File: config.mk
export PLATFORM = sky130hd
export DESIGN_NAME = req_gnt_responder
export DESIGN_NICKNAME = d
export VERILOG_FILES = /design/src/rtl/req_gnt_pkg.sv /design/src/rtl/req_gnt_responder_rr_pick.sv /design/src/rtl/req_gnt_responder.sv
export SDC_FILE = /design/constraint.sdc
export NUM_CORES = 1
export LEC_CHECK = 0
export BUFFER_PORTS_ARGS = -buffer_cell sky130_fd_sc_hd__buf_2
export CORE_AREA = 2 2 45 47
export CTS_CLUSTER_DIAMETER = 150
export DETAILED_ROUTE_END_ITERATION = 16
export DIE_AREA = 0 0 47 49
export PLACE_DENSITY = 0.67
export SYNTH_ARGS = -nofsm -noshare
export SYNTH_HDL_FRONTEND = slang
export SYNTH_SLANG_ARGS = --single-unit
File: constraint.sdc
create_clock -name clk -period 1.75 [get_ports clk]
set_input_delay 0.175 -clock clk [delete_from_list [all_inputs] [get_ports clk]]
set_output_delay 0.175 -clock clk [all_outputs]
set_load 0.01 [all_outputs]
File: src/rtl/req_gnt_pkg.sv
// req_gnt_pkg: shared types and helpers for the req/gnt responder.
//   state_e   : responder FSM states (IDLE = no owner, GRANT = owner holds gnt)
//   id_width  : width of an owner index for a given requester count
package req_gnt_pkg;

    typedef enum logic {
        IDLE  = 1'b0,
        GRANT = 1'b1
    } state_e;

    // Index width for n requesters; never narrower than one bit.
    function automatic int unsigned id_width(input int unsigned n);
        return (n <= 1) ? 1 : $clog2(n);
    endfunction

endpackage

File: src/rtl/req_gnt_responder_rr_pick.sv
// rr_pick: combinational round-robin priority picker.
//   req    in  N     request vector
//   ptr    in  ID_W  index where the search starts (wraps modulo N)
//   excl   in  N     requesters that may not win
//   found  out 1     some eligible requester exists
//   winner out ID_W  first eligible index at or after ptr
module rr_pick
    import req_gnt_pkg::*;
#(
    parameter int unsigned N    = 4,
    parameter int unsigned ID_W = id_width(N)
) (
    input  logic [N-1:0]    req,
    input  logic [ID_W-1:0] ptr,
    input  logic [N-1:0]    excl,
    output logic            found,
    output logic [ID_W-1:0] winner
);

    logic [N-1:0]   w_elig;
    logic [2*N-1:0] w_dbl;
    logic [N-1:0]   w_rot;

    // Rotate the eligible set so that bit 0 corresponds to ptr.
    assign w_elig = req & ~excl;
    assign w_dbl  = {w_elig, w_elig};
    assign w_rot  = N'(w_dbl >> ptr);

    // Lowest rotated offset wins; scanning downward lets the last hit stand.
    always_comb begin
        int unsigned v_sum;
        found  = 1'b0;
        winner = '0;
        v_sum  = 0;
        for (int i = int'(N) - 1; i >= 0; i--) begin
            if (w_rot[i]) begin
                found = 1'b1;
                v_sum = 32'(ptr) + 32'(i);
                if (v_sum >= N) begin
                    v_sum = v_sum - N;
                end
                winner = ID_W'(v_sum);
            end
        end
    end

endmodule

File: src/rtl/req_gnt_responder.sv
// req_gnt_responder: round-robin grant-side responder for the req/gnt handshake.
// A sampled request is answered with a registered one-hot grant one clock later;
// an owner is rotated out after MAX_HOLD cycles only when someone else waits.
//   clk     in   1        rising-edge clock
//   rst_n   in   1        asynchronous active-low reset
//   req     in   NUM_REQ  request levels
//   gnt     out  NUM_REQ  registered one-hot-or-zero grant
//   gnt_id  out  ID_W     current owner index (valid while busy)
//   busy    out  1        OR of gnt
// Optional: define REQ_GNT_SVA_EN to compile embedded handshake assertions.
module req_gnt_responder
    import req_gnt_pkg::*;
#(
    parameter int unsigned NUM_REQ  = 4,
    parameter int unsigned MAX_HOLD = 8
) (
    input  logic                          clk,
    input  logic                          rst_n,
    input  logic [NUM_REQ-1:0]            req,
    output logic [NUM_REQ-1:0]            gnt,
    output logic [id_width(NUM_REQ)-1:0]  gnt_id,
    output logic                          busy
);

    localparam int unsigned ID_W = id_width(NUM_REQ);
    localparam int unsigned HC_W = $clog2(MAX_HOLD + 1);

    state_e             r_state, w_state_n;
    logic [ID_W-1:0]    r_ptr, w_ptr_n;
    logic [HC_W-1:0]    r_hold, w_hold_n;
    logic [NUM_REQ-1:0] r_gnt, w_gnt_n;
    logic [ID_W-1:0]    r_gnt_id, w_gnt_id_n;

    logic               w_found;
    logic [ID_W-1:0]    w_win;
    logic [ID_W-1:0]    w_win_next;
    logic               w_owner_req;
    logic               w_can_hold;
    logic               w_take;

    // The current owner is excluded so a forced rotation picks someone else;
    // in IDLE r_gnt is zero and nobody is excluded.
    rr_pick #(
        .N    (NUM_REQ),
        .ID_W (ID_W)
    ) u_pick (
        .req    (req),
        .ptr    (r_ptr),
        .excl   (r_gnt),
        .found  (w_found),
        .winner (w_win)
    );

    assign w_owner_req = |(req & r_gnt);
    assign w_can_hold  = (r_hold < HC_W'(MAX_HOLD));
    assign w_win_next  = (32'(w_win) + 32'd1 >= NUM_REQ) ? '0 : ID_W'(32'(w_win) + 32'd1);

    // State and grant registers.
    always_ff @(posedge clk or negedge rst_n) begin
        if (!rst_n) begin
            r_state  <= IDLE;
            r_ptr    <= '0;
            r_hold   <= '0;
            r_gnt    <= '0;
            r_gnt_id <= '0;
        end else begin
            r_state  <= w_state_n;
            r_ptr    <= w_ptr_n;
            r_hold   <= w_hold_n;
            r_gnt    <= w_gnt_n;
            r_gnt_id <= w_gnt_id_n;
        end
    end

    // Next-state: keep, rotate/hand over (w_take), or release to IDLE.
    always_comb begin
        w_state_n  = r_state;
        w_ptr_n    = r_ptr;
        w_hold_n   = r_hold;
        w_gnt_n    = r_gnt;
        w_gnt_id_n = r_gnt_id;
        w_take     = 1'b0;

        case (r_state)
            IDLE: begin
                if (w_found) begin
                    w_take = 1'b1;
                end
            end
            GRANT: begin
                if (w_owner_req) begin
                    if (!w_can_hold && w_found) begin
                        w_take = 1'b1;
                    end else if (w_can_hold) begin
                        w_hold_n = r_hold + HC_W'(1);
                    end
                end else if (w_found) begin
                    w_take = 1'b1;
                end else begin
                    w_state_n = IDLE;
                    w_gnt_n   = '0;
                    w_hold_n  = '0;
                end
            end
            default: begin
                w_state_n = IDLE;
                w_gnt_n   = '0;
                w_hold_n  = '0;
            end
        endcase

        if (w_take) begin
            w_state_n  = GRANT;
            w_gnt_n    = NUM_REQ'(1) << w_win;
            w_gnt_id_n = w_win;
            w_hold_n   = HC_W'(1);
            w_ptr_n    = w_win_next;
        end
    end

    assign gnt    = r_gnt;
    assign gnt_id = r_gnt_id;
    assign busy   = |r_gnt;

`ifdef REQ_GNT_SVA_EN
    a_onehot: assert property (@(posedge clk) disable iff (!rst_n) $onehot0(gnt));

    for (genvar gi = 0; gi < int'(NUM_REQ); gi++) begin : g_sva
        a_req_before: assert property (@(posedge clk) disable iff (!rst_n)
            gnt[gi] |-> $past(req[gi]));
        // Only an uncontended idle request is guaranteed the next-cycle grant.
        a_idle_gnt: assert property (@(posedge clk) disable iff (!rst_n)
            (req[gi] && !busy && ((req & ~(NUM_REQ'(1) << gi)) == '0)) |=> gnt[gi]);
        a_hold: assert property (@(posedge clk) disable iff (!rst_n)
            (gnt[gi] && req[gi] && (r_hold < HC_W'(MAX_HOLD))) |=> gnt[gi]);
    end
`endif

endmodule
==> results of run 1 <==
-- through the flow --
step / hold WS [ns] / util, % / worst slack [ns] / total power [uW] / cell area (um^2)
4_1_cts: 0.303 / 60.4 / 0.00639 / 2200 / 1110
3_5_place_dp: 0.0816 / 56.3 / -0.0628 / 1920 / 1040
3_3_place_gp: 0.0770 / 56.3 / -0.0202 / 1900 / 1040
6_report: 0.295 / 61.4 / 0.0272 / 2240 / 1130
2_1_floorplan: -0.121 / - / 0.0340 / 1520 / 883
5_1_grt: 0.350 / 61.4 / -0.0721 / 2430 / 1130
-- registers in the layout, summed over array words and instances, names as in the netlist --
| name | count |
|---|---|
| r_state | 1 |
| gnt | 4 |
| r_hold | 4 |
| r_ptr | 2 |
| gnt_id | 2 |
-- Yosys cell counts, types with 2 or more instances --
| library cell | number | area [um^2] |
|---|---|---|
| sky130_fd_sc_hd__nor2_1 | 2 | 7.51 |
| sky130_fd_sc_hd__nor2b_1 | 2 | 12.5 |
| sky130_fd_sc_hd__inv_1 | 8 | 30.0 |
| sky130_fd_sc_hd__a21oi_1 | 4 | 20.0 |
| sky130_fd_sc_hd__nand2_1 | 11 | 41.3 |
| sky130_fd_sc_hd__o22ai_1 | 2 | 12.5 |
| sky130_fd_sc_hd__a22oi_1 | 2 | 15.0 |
| sky130_fd_sc_hd__dfrtp_1 | 13 | 325 |
| sky130_fd_sc_hd__nor3_1 | 5 | 25.0 |
| sky130_fd_sc_hd__nand2b_1 | 2 | 12.5 |
| sky130_fd_sc_hd__a221oi_2 | 3 | 45.0 |
| sky130_fd_sc_hd__ha_1 | 6 | 75.1 |
| sky130_fd_sc_hd__mux2_4 | 3 | 45.0 |
-- worst paths after layout --
kind | start | end | slack [ns] | cells after the start
max | gnt[2] | gnt[0] | 0.03 | 7
min | rst_n | gnt[1] | 0.30 | 2
max reg2reg | gnt[2] | gnt[0] | 0.03 | 7
min reg2reg | r_state | r_hold[0] | 0.50 | 1
max in group asynchronous | rst_n | r_ptr[1] | 1.21 | 2
min in group clk | req[2] | r_state | 0.40 | 6
-- worst register-to-register path: cells and delay by family (launching register included) --
family	cells	cell delay [ns]
AOI/OAI and AO/OA	3	0.62
DFF	1	0.38
and+or+nand+nor	2	0.28
adders and majority gates	1	0.22
buffers and inverters	1	0.12
-- cell type report --
cell class                 count  area [um^2]
fill                         153          711
multi-input combinational     63          538
sequential                    13          328
timing repair buffer          27          175
tap                           27         33.8
inverter                       8         30.0
clock buffer                   4         26.3
-- routing by layer --
| metal | wire (um) | up-vias |
|---|---|---|
| li1 | - | 372 |
| met3 | 58 | 5 |
| met5 | 0 | - |
| met4 | 41 | 0 |
| met1 | 952 | 345 |
| met2 | 848 | 15 |
-- timing repair --
action,in CTS,in global routing
hold endpoints to repair,13,0
endpoints found under the setup margin,4,8
gates resized for setup,5,4
setup buffers,3,1
pin swaps,1,0
hold buffers,1,0
-- power breakdown --
group	internal [uW]	switching (uW)
Clock	88.7	112
Combinational	747	698
Sequential	447	149
-- cells by family after synthesis --
| kind of cell | Yosys count | share of synthesized area (%) |
|---|---|---|
| AND/OR/NAND/NOR | 32 | 22.2 |
| buffers and inverters | 10 | 5.22 |
| flip-flops | 13 | 37.7 |
| XOR/XNOR | 1 | 1.01 |
| multiplexers | 4 | 6.38 |
| adder cells (fa/ha/maj) | 6 | 8.70 |
| AO/OA/AOI/OAI | 20 | 18.8 |
==> results.txt, run 1 <==
----------------------------------------------------
[Outcome]
  Result of the run ... finished, final reports clean

[Routing]
  WL final ... 1.90 mm
  Routed Antenna Nets ... 0
  Via count of the routed design ... 737
  DRC errors left ... 0
  TritonRoute pass-1 iters ... 3
  Initial DRC count ... 9
  Average wire per standard cell ... 13.4 um
  Via count normalized by instance count ... around 5.2

[Worst setup path]
  Number of buffers and inverters on the critical path ... 1
  Arrival time at the worst endpoint ... 1.90 ns
  Top Family by Delay on Critical Path ... compound AO/OA/AOI/OAI gates
  Slowest cell on the critical path ... sky130_fd_sc_hd__dfrtp_1
  Crit path kind ... register to register
  List of cells traversed by the critical path ... nor2b_2 > a31o_2 > a211oi_4 > inv_1 > ha_1 > nor3_2 > a221oi_2
  Critical Path RT ... just under 2 ns
  Nature of the critical path endpoint ... register
  Maximum fanout along the worst path ... 4
  Critical Path Start Type ... register
  Critical Path Max Stage Delay ... about 0.38 ns

[Cells and area]
  Leading cell types in the layout, fill and taps excluded ... sky130_fd_sc_hd__buf_4, sky130_fd_sc_hd__buf_2, sky130_fd_sc_hd__nand2_1, sky130_fd_sc_hd__dfrtp_1, sky130_fd_sc_hd__inv_1
  Layout Cells excl Fill ... 142
  # diodes ... 0
  Post-layout net count ... 128
  Signed area change from the synthesized netlist to the final layout ... 31.0%
  Fraction of layout instances using a drive strength above 1 ... 43.5%
  Commonest non-fill, non-tap cell in the layout ... sky130_fd_sc_hd__buf_4

[Yosys]
  Register bit count reported by yosys ... 13
  Avg Inst Size Synth ... between 10 and 15 um^2
  Number of distinct standard cells referenced by the synthesized netlist ... 36
  Number of flops mapped to enable cells by yosys ... 0
  Combined area of all synthesized cells ... approximately 860 um^2
  Post-synthesis cell count ... 86
  Synth async-reset ratio ... 100%
  Yosys warnings ... 0
  Syn_nets ... 98
  Sequential-to-total area share from yosys stat ... 37.7%
  Most used DFF post-synth ... sky130_fd_sc_hd__dfrtp_1

[Global routing]
  Total overflow reported by the global router ... 0
  Met3 capacity usage during global routing ... 2.22%
  Total routing resource utilization after global routing ... 20.0%
  Number of global-route vias before repair ... 740
  First-pass GRT wire length ... 3.33 mm
  Met1 usage ... 29.5%
  M2 GR Usage ... between 20% and 30%
  Maximum number of pins on one net before global-route repair ... 14
  Antenna violations before repair ... 0
  Busiest grt layer ... met1

[CTS]
  Clk buf depth ... 2
  Clock input transition at the sequential cells of the worst setup and hold paths ... roughly 0.090 ns
  CTS tree ... yes
  Worst-Skew Late Latency ... slightly below 0.3 ns
  CTS H-tree lvls ... 1
  Num CTS Buffers ... 3
  Root buffer cell ... sky130_fd_sc_hd__clkbuf_4
  Number of sinks handled by clock tree synthesis ... 13

[Power and ir drop]
  Pwr Density ... 1980 nW/um^2
  Maximum vdd ir drop ... about 1.1 mV
  Leakage power ... 0.000534 uW

[Placed design]
  Sum of net half-perimeters after detailed placement ... between 1 and 1.5 mm
  Routability congestion estimate from global placement ... 0.800
  Number of I/O port buffers ... 12
  Number of cells after detailed placement ... 133

[STA]
  Fin. max-slew vios ... 0
  Final setup skew ... 0.00612 ns
  Final critical-path share of the clock period ... 98.4%
  Final critical delay including setup and external delays ... 1.72 ns
  Final Hold Vio Count ... 0
  Unrepaired setup endpoints after global routing ... true
  Transition at the pin with the smallest max-transition slack ... 0.298 ns
  Top achievable clock speed ... 580 MHz
  Accumulated negative setup slack ... 0 ns
  Final setup violation count ... 0
  Normalized max-slew margin ... 80.2%

[Min path]
  Hold Path Class ... primary input to asynchronous set/reset pin

[Floorplan]
  Number of ports placed on the die boundary ... 13
  Total Die Area ... about 2300 um^2
  Floorplan Core Area ... 1840 um^2
  Number of cell rows ... 16
  Die width ... between 40 and 50 um
  Die Span Y ... between 40 and 50 um
  Starting utilization of the core area ... between 40 and 50%

[Run]
  Max-cap violations ... 0

----------------------------------------------------
Note: power is estimated with default switching activity, not from simulation.
==> inputs of run 2 (changes only) <==
- CORE_AREA: 2 2 45 47 -> 2 2 67 50
- DIE_AREA: 0 0 47 49 -> 0 0 69 52
- PLACE_DENSITY: 0.67 -> 0.43
- clock period: 1.75 -> 2.14 ns (I/O delays scaled with it)
==> results.txt, run 2 (synthesis gave the netlist of run 1 again) <==
----------------------------------------------------
[STA]
  Transition at the pin with the smallest max-transition slack ... 0.452 ns (+0.155 ns)
  Normalized max-slew margin ... 69.7% (-10 points)
  Unrepaired setup endpoints after global routing ... false
  Final setup violation count ... 0 (unchanged)
  Final setup skew ... 0.00242 ns (-0.00370 ns)
  Final critical-path share of the clock period ... 90.2% (-8.2 points)
  Accumulated negative setup slack ... 0 ns (unchanged)
  Final critical delay including setup and external delays ... 1.93 ns (+0.208 ns)
  Top achievable clock speed ... 518 MHz (-11%)
  Worst slack on hold paths ... 0.388 ns (+0.0929 ns)
  Final Hold Vio Count ... 0 (unchanged)
  Fin. max-slew vios ... 0 (unchanged)

[Worst setup path]
  Critical Path RT ... 2.25 ns (+0.32 ns)
  Maximum fanout along the worst path ... 6 (+2)
  Critical Path Start Type ... register
  Arrival time at the worst endpoint ... 2.04 ns (+0.14 ns)
  Nature of the critical path endpoint ... register
  Crit path kind ... register to register

[Routing]
  Average wire per standard cell ... 13.1 um (-1.9%)
  TritonRoute pass-1 iters ... 4 (+1)
  Initial DRC count ... 21 (+12)
  WL final ... 1.86 mm (-1.9%)
  Via count normalized by instance count ... 4.80 (-7.5%)
  Via count of the routed design ... 682 (-7.5%)
  Routed Antenna Nets ... 0 (unchanged)
  DRC errors left ... 0 (unchanged)

[Placed design]
  Routability congestion estimate from global placement ... 0.772 (-3.5%)
  Number of I/O port buffers ... 12 (unchanged)
  Sum of net half-perimeters after detailed placement ... 1.46 mm (+4.5%)

[Run]
  Max-cap violations ... 0 (unchanged)

[Global routing]
  Maximum number of pins on one net before global-route repair ... 14 (unchanged)
  Total overflow reported by the global router ... 0 (unchanged)
  Number of global-route vias before repair ... 665 (-10%)
  First-pass GRT wire length ... 3.13 mm (-6.2%)
  Total routing resource utilization after global routing ... 11.4% (-8.5 points)
  Antenna violations before repair ... 0 (unchanged)

[Cells and area]
  Fraction of layout instances using a drive strength above 1 ... 27.9% (-16 points)
  Post-layout net count ... 117 (-8.6%)
  Signed area change from the synthesized netlist to the final layout ... 20.0%
  Flip-flop and latch area ... 325 um^2 (-0.76%)
  # diodes ... 0 (unchanged)
  Multi-input combinational cell area ... 495 um^2 (-7.9%)
  Layout fillers ... 329 (+120%)
  End-of-flow core utilization ... 34.8% (-27 points)
  Commonest non-fill, non-tap cell in the layout ... sky130_fd_sc_hd__dfrtp_1
  Leading cell types in the layout, fill and taps excluded ... sky130_fd_sc_hd__dfrtp_1, sky130_fd_sc_hd__buf_2, sky130_fd_sc_hd__nand2_1, sky130_fd_sc_hd__inv_1, sky130_fd_sc_hd__ha_1

[Power and ir drop]
  Leakage power ... 0.000479 uW (-10%)
  Pwr Density ... 1610 nW/um^2 (-19%)
  Maximum vdd ir drop ... 0.524 mV (-51%)

[Floorplan]
  Die Span Y ... 52 um (+6.1%)
  Floorplan Core Area ... 2980 um^2 (+62%)
  Total Die Area ... 3590 um^2 (+56%)
  Die width ... 69 um (+47%)
  Starting utilization of the core area ... 29.0% (-18 points)
  Number of cell rows ... 17 (+1)
  Number of ports placed on the die boundary ... 13 (unchanged)

[CTS]
  Num CTS Buffers ... 3 (unchanged)
  Root buffer cell ... sky130_fd_sc_hd__clkbuf_8
  Number of sinks handled by clock tree synthesis ... 13 (unchanged)
  Worst-Skew Late Latency ... 0.24 ns (-0.05 ns)
  Clock input transition at the sequential cells of the worst setup and hold paths ... 0.05 ns (-0.04 ns)
  Clk buf depth ... 2 (unchanged)
  CTS tree ... yes
  CTS H-tree lvls ... 1 (unchanged)

[Outcome]
  Result of the run ... finished, final reports clean

[Min path]
  Hold Path Class ... primary input to asynchronous set/reset pin

----------------------------------------------------
-- run 2: cell types whose count changed in the layout (fill, tap and decap cells not counted), moves of 2 or more --
cell                       delta
sky130_fd_sc_hd__clkbuf_8     +3
sky130_fd_sc_hd__nor3_2       -2
sky130_fd_sc_hd__dfrtp_1      +2
sky130_fd_sc_hd__clkbuf_4     -3
sky130_fd_sc_hd__dfrtp_2      -2
sky130_fd_sc_hd__buf_4       -11
sky130_fd_sc_hd__nor2b_1      +2
sky130_fd_sc_hd__nor3_1       +2
-- run 2: where the power goes --
part / internal, uW / switching [uW]
clock: 131 / 84.7
combinational: 463 / 515
sequential: 363 / 113
-- run 2: final cells by class --
cell class | count | area share [%]
inverters | 8 | 2.90
flip-flops and latches | 13 | 31.4
repair buffers | 16 | 8.94
clock buffers | 4 | 4.35
well taps | 38 | 4.59
multi-input cells | 63 | 47.8
-- run 2: path summary, 6_finish.rpt --
kind	slack [ns]	endpoint	cells past startpoint	from
worst min-delay path	0.39	gnt[2]	2	rst_n
worst max register to register	0.21	gnt[2]	9	gnt[2]
max in group asynchronous	1.52	gnt_id[1]	2	rst_n
min in group clk	0.47	r_state	5	req[1]
worst max-delay path	0.21	gnt[2]	9	gnt[2]
worst min register to register	0.51	r_hold[0]	1	r_state
-- run 2: repair_timing --
action	in CTS	in global routing
gates resized for setup	0	1
setup endpoints to repair	0	3
hold buffers	1	0
endpoints found under the hold margin	13	0
setup buffers	0	0
-- run 2: per-layer routing --
| layer | vias up | global-route usage (%) | part of all wire [%] |
|---|---|---|---|
| met5 | - | 0 | 0 |
| li1 | 342 | - | - |
| met1 | 323 | 15.3 | 52 |
| met3 | 2 | 4.65 | 5.2 |
| met2 | 15 | 16.7 | 42 |
| met4 | 0 | 3.92 | 0.91 |
-- run 2: through the flow --
| stage | std cells | total power, uW | instance area [um^2] | worst slack [ns] |
|---|---|---|---|---|
| 2_1_floorplan | 86 | 1210 | 863 | 0.155 |
| 3_3_place_gp | 137 | 1450 | 978 | 0.139 |
| 3_5_place_dp | 137 | 1450 | 978 | 0.150 |
| 4_1_cts | 142 | 1680 | 1030 | 0.135 |
| 5_1_grt | 142 | 1830 | 1040 | 0.0301 |
| 6_report | 142 | 1670 | 1040 | 0.209 |
-- run 2: critical path: stages, from the launching register on --
cell and delay, ns:
sky130_fd_sc_hd__dfrtp_1 0.38, sky130_fd_sc_hd__nor2b_1 0.06, sky130_fd_sc_hd__buf_4 0.15, sky130_fd_sc_hd__a31o_2 0.24, sky130_fd_sc_hd__a211oi_1 0.23, sky130_fd_sc_hd__buf_4 0.19, sky130_fd_sc_hd__inv_1 0.06, sky130_fd_sc_hd__ha_1 0.20
sky130_fd_sc_hd__nor3_1 0.23, sky130_fd_sc_hd__a221oi_2 0.05
==> inputs of run 3 (changes only) <==
- CELL_PAD_IN_SITES_DETAIL_PLACEMENT: default -> 1
- CELL_PAD_IN_SITES_GLOBAL_PLACEMENT: default -> 2
- CORE_AREA: 2 2 67 50 -> 2 2 61 46
- DIE_AREA: 0 0 69 52 -> 0 0 63 48
- PLACE_DENSITY: 0.43 -> 0.75
==> results.txt, run 3 (synthesis gave the netlist of run 1 again) <==
----------------------------------------------------
[CTS]
  CTS H-tree lvls ... 1 (unchanged)
  Worst-Skew Late Latency ... 0.29 ns (+0.05 ns)
  Root buffer cell ... sky130_fd_sc_hd__clkbuf_4
  Clk buf depth ... 2 (unchanged)
  Number of sinks handled by clock tree synthesis ... 13 (unchanged)
  Total setup buffers inserted after CTS ... 0 (unchanged)
  Clock input transition at the sequential cells of the worst setup and hold paths ... 0.09 ns (+0.04 ns)
  CTS tree ... yes
  Num CTS Buffers ... 3 (unchanged)

[STA]
  Final setup violation count ... 0 (unchanged)
  Fin. max-slew vios ... 0 (unchanged)
  Accumulated negative setup slack ... 0 ns (unchanged)
  Final setup skew ... 0.00903 ns (+0.00661 ns)
  Normalized max-slew margin ... 66.7% (-3.0 points)
  Final critical delay including setup and external delays ... 1.95 ns (+0.0176 ns)
  Final critical-path share of the clock period ... 91.1% (+0.82 points)
  Final Hold Vio Count ... 0 (unchanged)
  Top achievable clock speed ... 513 MHz (-0.90%)
  Transition at the pin with the smallest max-transition slack ... 0.497 ns (+0.0450 ns)
  Unrepaired setup endpoints after global routing ... false
  Worst slack on hold paths ... 0.339 ns (-0.0489 ns)

[Routing]
  DRC errors left ... 0 (unchanged)
  Via count normalized by instance count ... 5.08 (+5.8%)
  Initial DRC count ... 11 (-48%)
  Via count of the routed design ... 701 (+2.8%)
  WL final ... 2.07 mm (+11%)
  Routed Antenna Nets ... 0 (unchanged)
  TritonRoute pass-1 iters ... 4 (unchanged)
  Average wire per standard cell ... 15.0 um (+14%)

[Floorplan]
  Number of cell rows ... 15 (-2)
  Total Die Area ... 3020 um^2 (-16%)
  Starting utilization of the core area ... 36.2% (+7.2 points)
  Number of ports placed on the die boundary ... 13 (unchanged)
  Floorplan Core Area ... 2380 um^2 (-20%)
  Die width ... 63 um (-8.7%)
  Die Span Y ... 48 um (-7.7%)

[Worst setup path]
  Worst R2R Path Depth ... 9 (unchanged)
  Critical Path Start Type ... register
  Arrival time at the worst endpoint ... 2.10 ns (+0.06 ns)
  Critical Path RT ... 2.30 ns (+0.05 ns)
  Maximum fanout along the worst path ... 6 (unchanged)
  Nature of the critical path endpoint ... register
  Crit path kind ... register to register

[Power and ir drop]
  Leakage power ... 0.000471 uW (-1.6%)
  Power, Total ... 1630 uW (-2.2%)
  Maximum vdd ir drop ... 0.620 mV (+18%)
  Pwr Density ... 1610 nW/um^2 (about the same)

[Cells and area]
  Post-layout net count ... 117 (unchanged)
  End-of-flow core utilization ... 42.5% (+7.7 points)
  Commonest non-fill, non-tap cell in the layout ... sky130_fd_sc_hd__dfrtp_1
  Signed area change from the synthesized netlist to the final layout ... 17.2%
  Layout Cells excl Fill ... 138 (-2.8%)
  Fraction of layout instances using a drive strength above 1 ... 27.9% (unchanged)
  Leading cell types in the layout, fill and taps excluded ... sky130_fd_sc_hd__dfrtp_1, sky130_fd_sc_hd__buf_2, sky130_fd_sc_hd__nand2_1, sky130_fd_sc_hd__inv_1, sky130_fd_sc_hd__ha_1
  # diodes ... 0 (unchanged)

[Placed design]
  Sum of net half-perimeters after detailed placement ... 1.60 mm (+9.5%)
  Routability congestion estimate from global placement ... 0.804 (+4.1%)
  Number of cells after detailed placement ... 133 (-2.9%)
  Number of I/O port buffers ... 12 (unchanged)

[Global routing]
  First-pass GRT wire length ... 3.55 mm (+13%)
  Number of global-route vias before repair ... 711 (+6.9%)
  Total overflow reported by the global router ... 0 (unchanged)
  Maximum number of pins on one net before global-route repair ... 14 (unchanged)
  Total routing resource utilization after global routing ... 15.6% (+4.2 points)
  Antenna violations before repair ... 0 (unchanged)

[Run]
  Max-cap violations ... 0 (unchanged)

[Min path]
  Hold Path Class ... primary input to asynchronous set/reset pin

[Outcome]
  Result of the run ... finished, final reports clean

----------------------------------------------------
## run 3: cell counts in the layout (fill, tap and decap cells not counted)
Identical to the previous run, type by type.
## run 3: power by group
part           internal [uW]  switching [uW]  leakage (uW)  total, uW
clock network           72.4            86.3     0.0000150        159
logic                    462             534      0.000298        996
registers                361             116      0.000158        478
## run 3: what timing repair did
action,4_1_cts,5_1_grt
resized for setup,0,1
setup endpoints to repair,0,3
hold buffers,1,0
hold endpoints to repair,13,0
## run 3: critical path, cell delays in order (launching register included)
cell	delay [ns]
sky130_fd_sc_hd__dfrtp_1	0.40
sky130_fd_sc_hd__nor2b_1	0.06
sky130_fd_sc_hd__buf_4	0.15
sky130_fd_sc_hd__a31o_2	0.24
sky130_fd_sc_hd__a211oi_1	0.22
sky130_fd_sc_hd__buf_4	0.18
sky130_fd_sc_hd__inv_1	0.06
sky130_fd_sc_hd__ha_1	0.19
sky130_fd_sc_hd__nor3_1	0.26
sky130_fd_sc_hd__a221oi_2	0.06
## run 3: cell type report
cell class | count | area [um^2]
Inverter | 8 | 30.0
Sequential cell | 13 | 325
Clock buffer | 4 | 26.3
Fill cell | 291 | 1370
Multi-Input combinational cell | 63 | 495
Tap cell | 34 | 42.5
Timing Repair Buffer | 16 | 92.6
## run 3: path summary, 6_finish.rpt
check	startpoint	to	slack, ns
max	gnt[2]	gnt[2]	0.19
min	rst_n	gnt[3]	0.34
max reg2reg	gnt[2]	gnt[2]	0.19
min reg2reg	r_state	r_hold[0]	0.50
max in group asynchronous	rst_n	r_hold[3]	1.56
min in group clk	req[1]	r_state	0.47
## run 3: metrics by stage
stage | cell area (um^2) | setup slack [ns]
2_1_floorplan | 863 | 0.155
3_3_place_gp | 973 | 0.0867
3_5_place_dp | 973 | 0.0886
4_1_cts | 1010 | 0.0680
5_1_grt | 1010 | 0.00238
6_report | 1010 | 0.191
## run 3: per-layer routing
metal  wire [um]  track usage, %  up-vias
met3          87            5.18        0
met2         808            24.3       12
met4           0            1.33        0
met5           0               0        -
met1        1170            22.1      344
li1            -               -      345
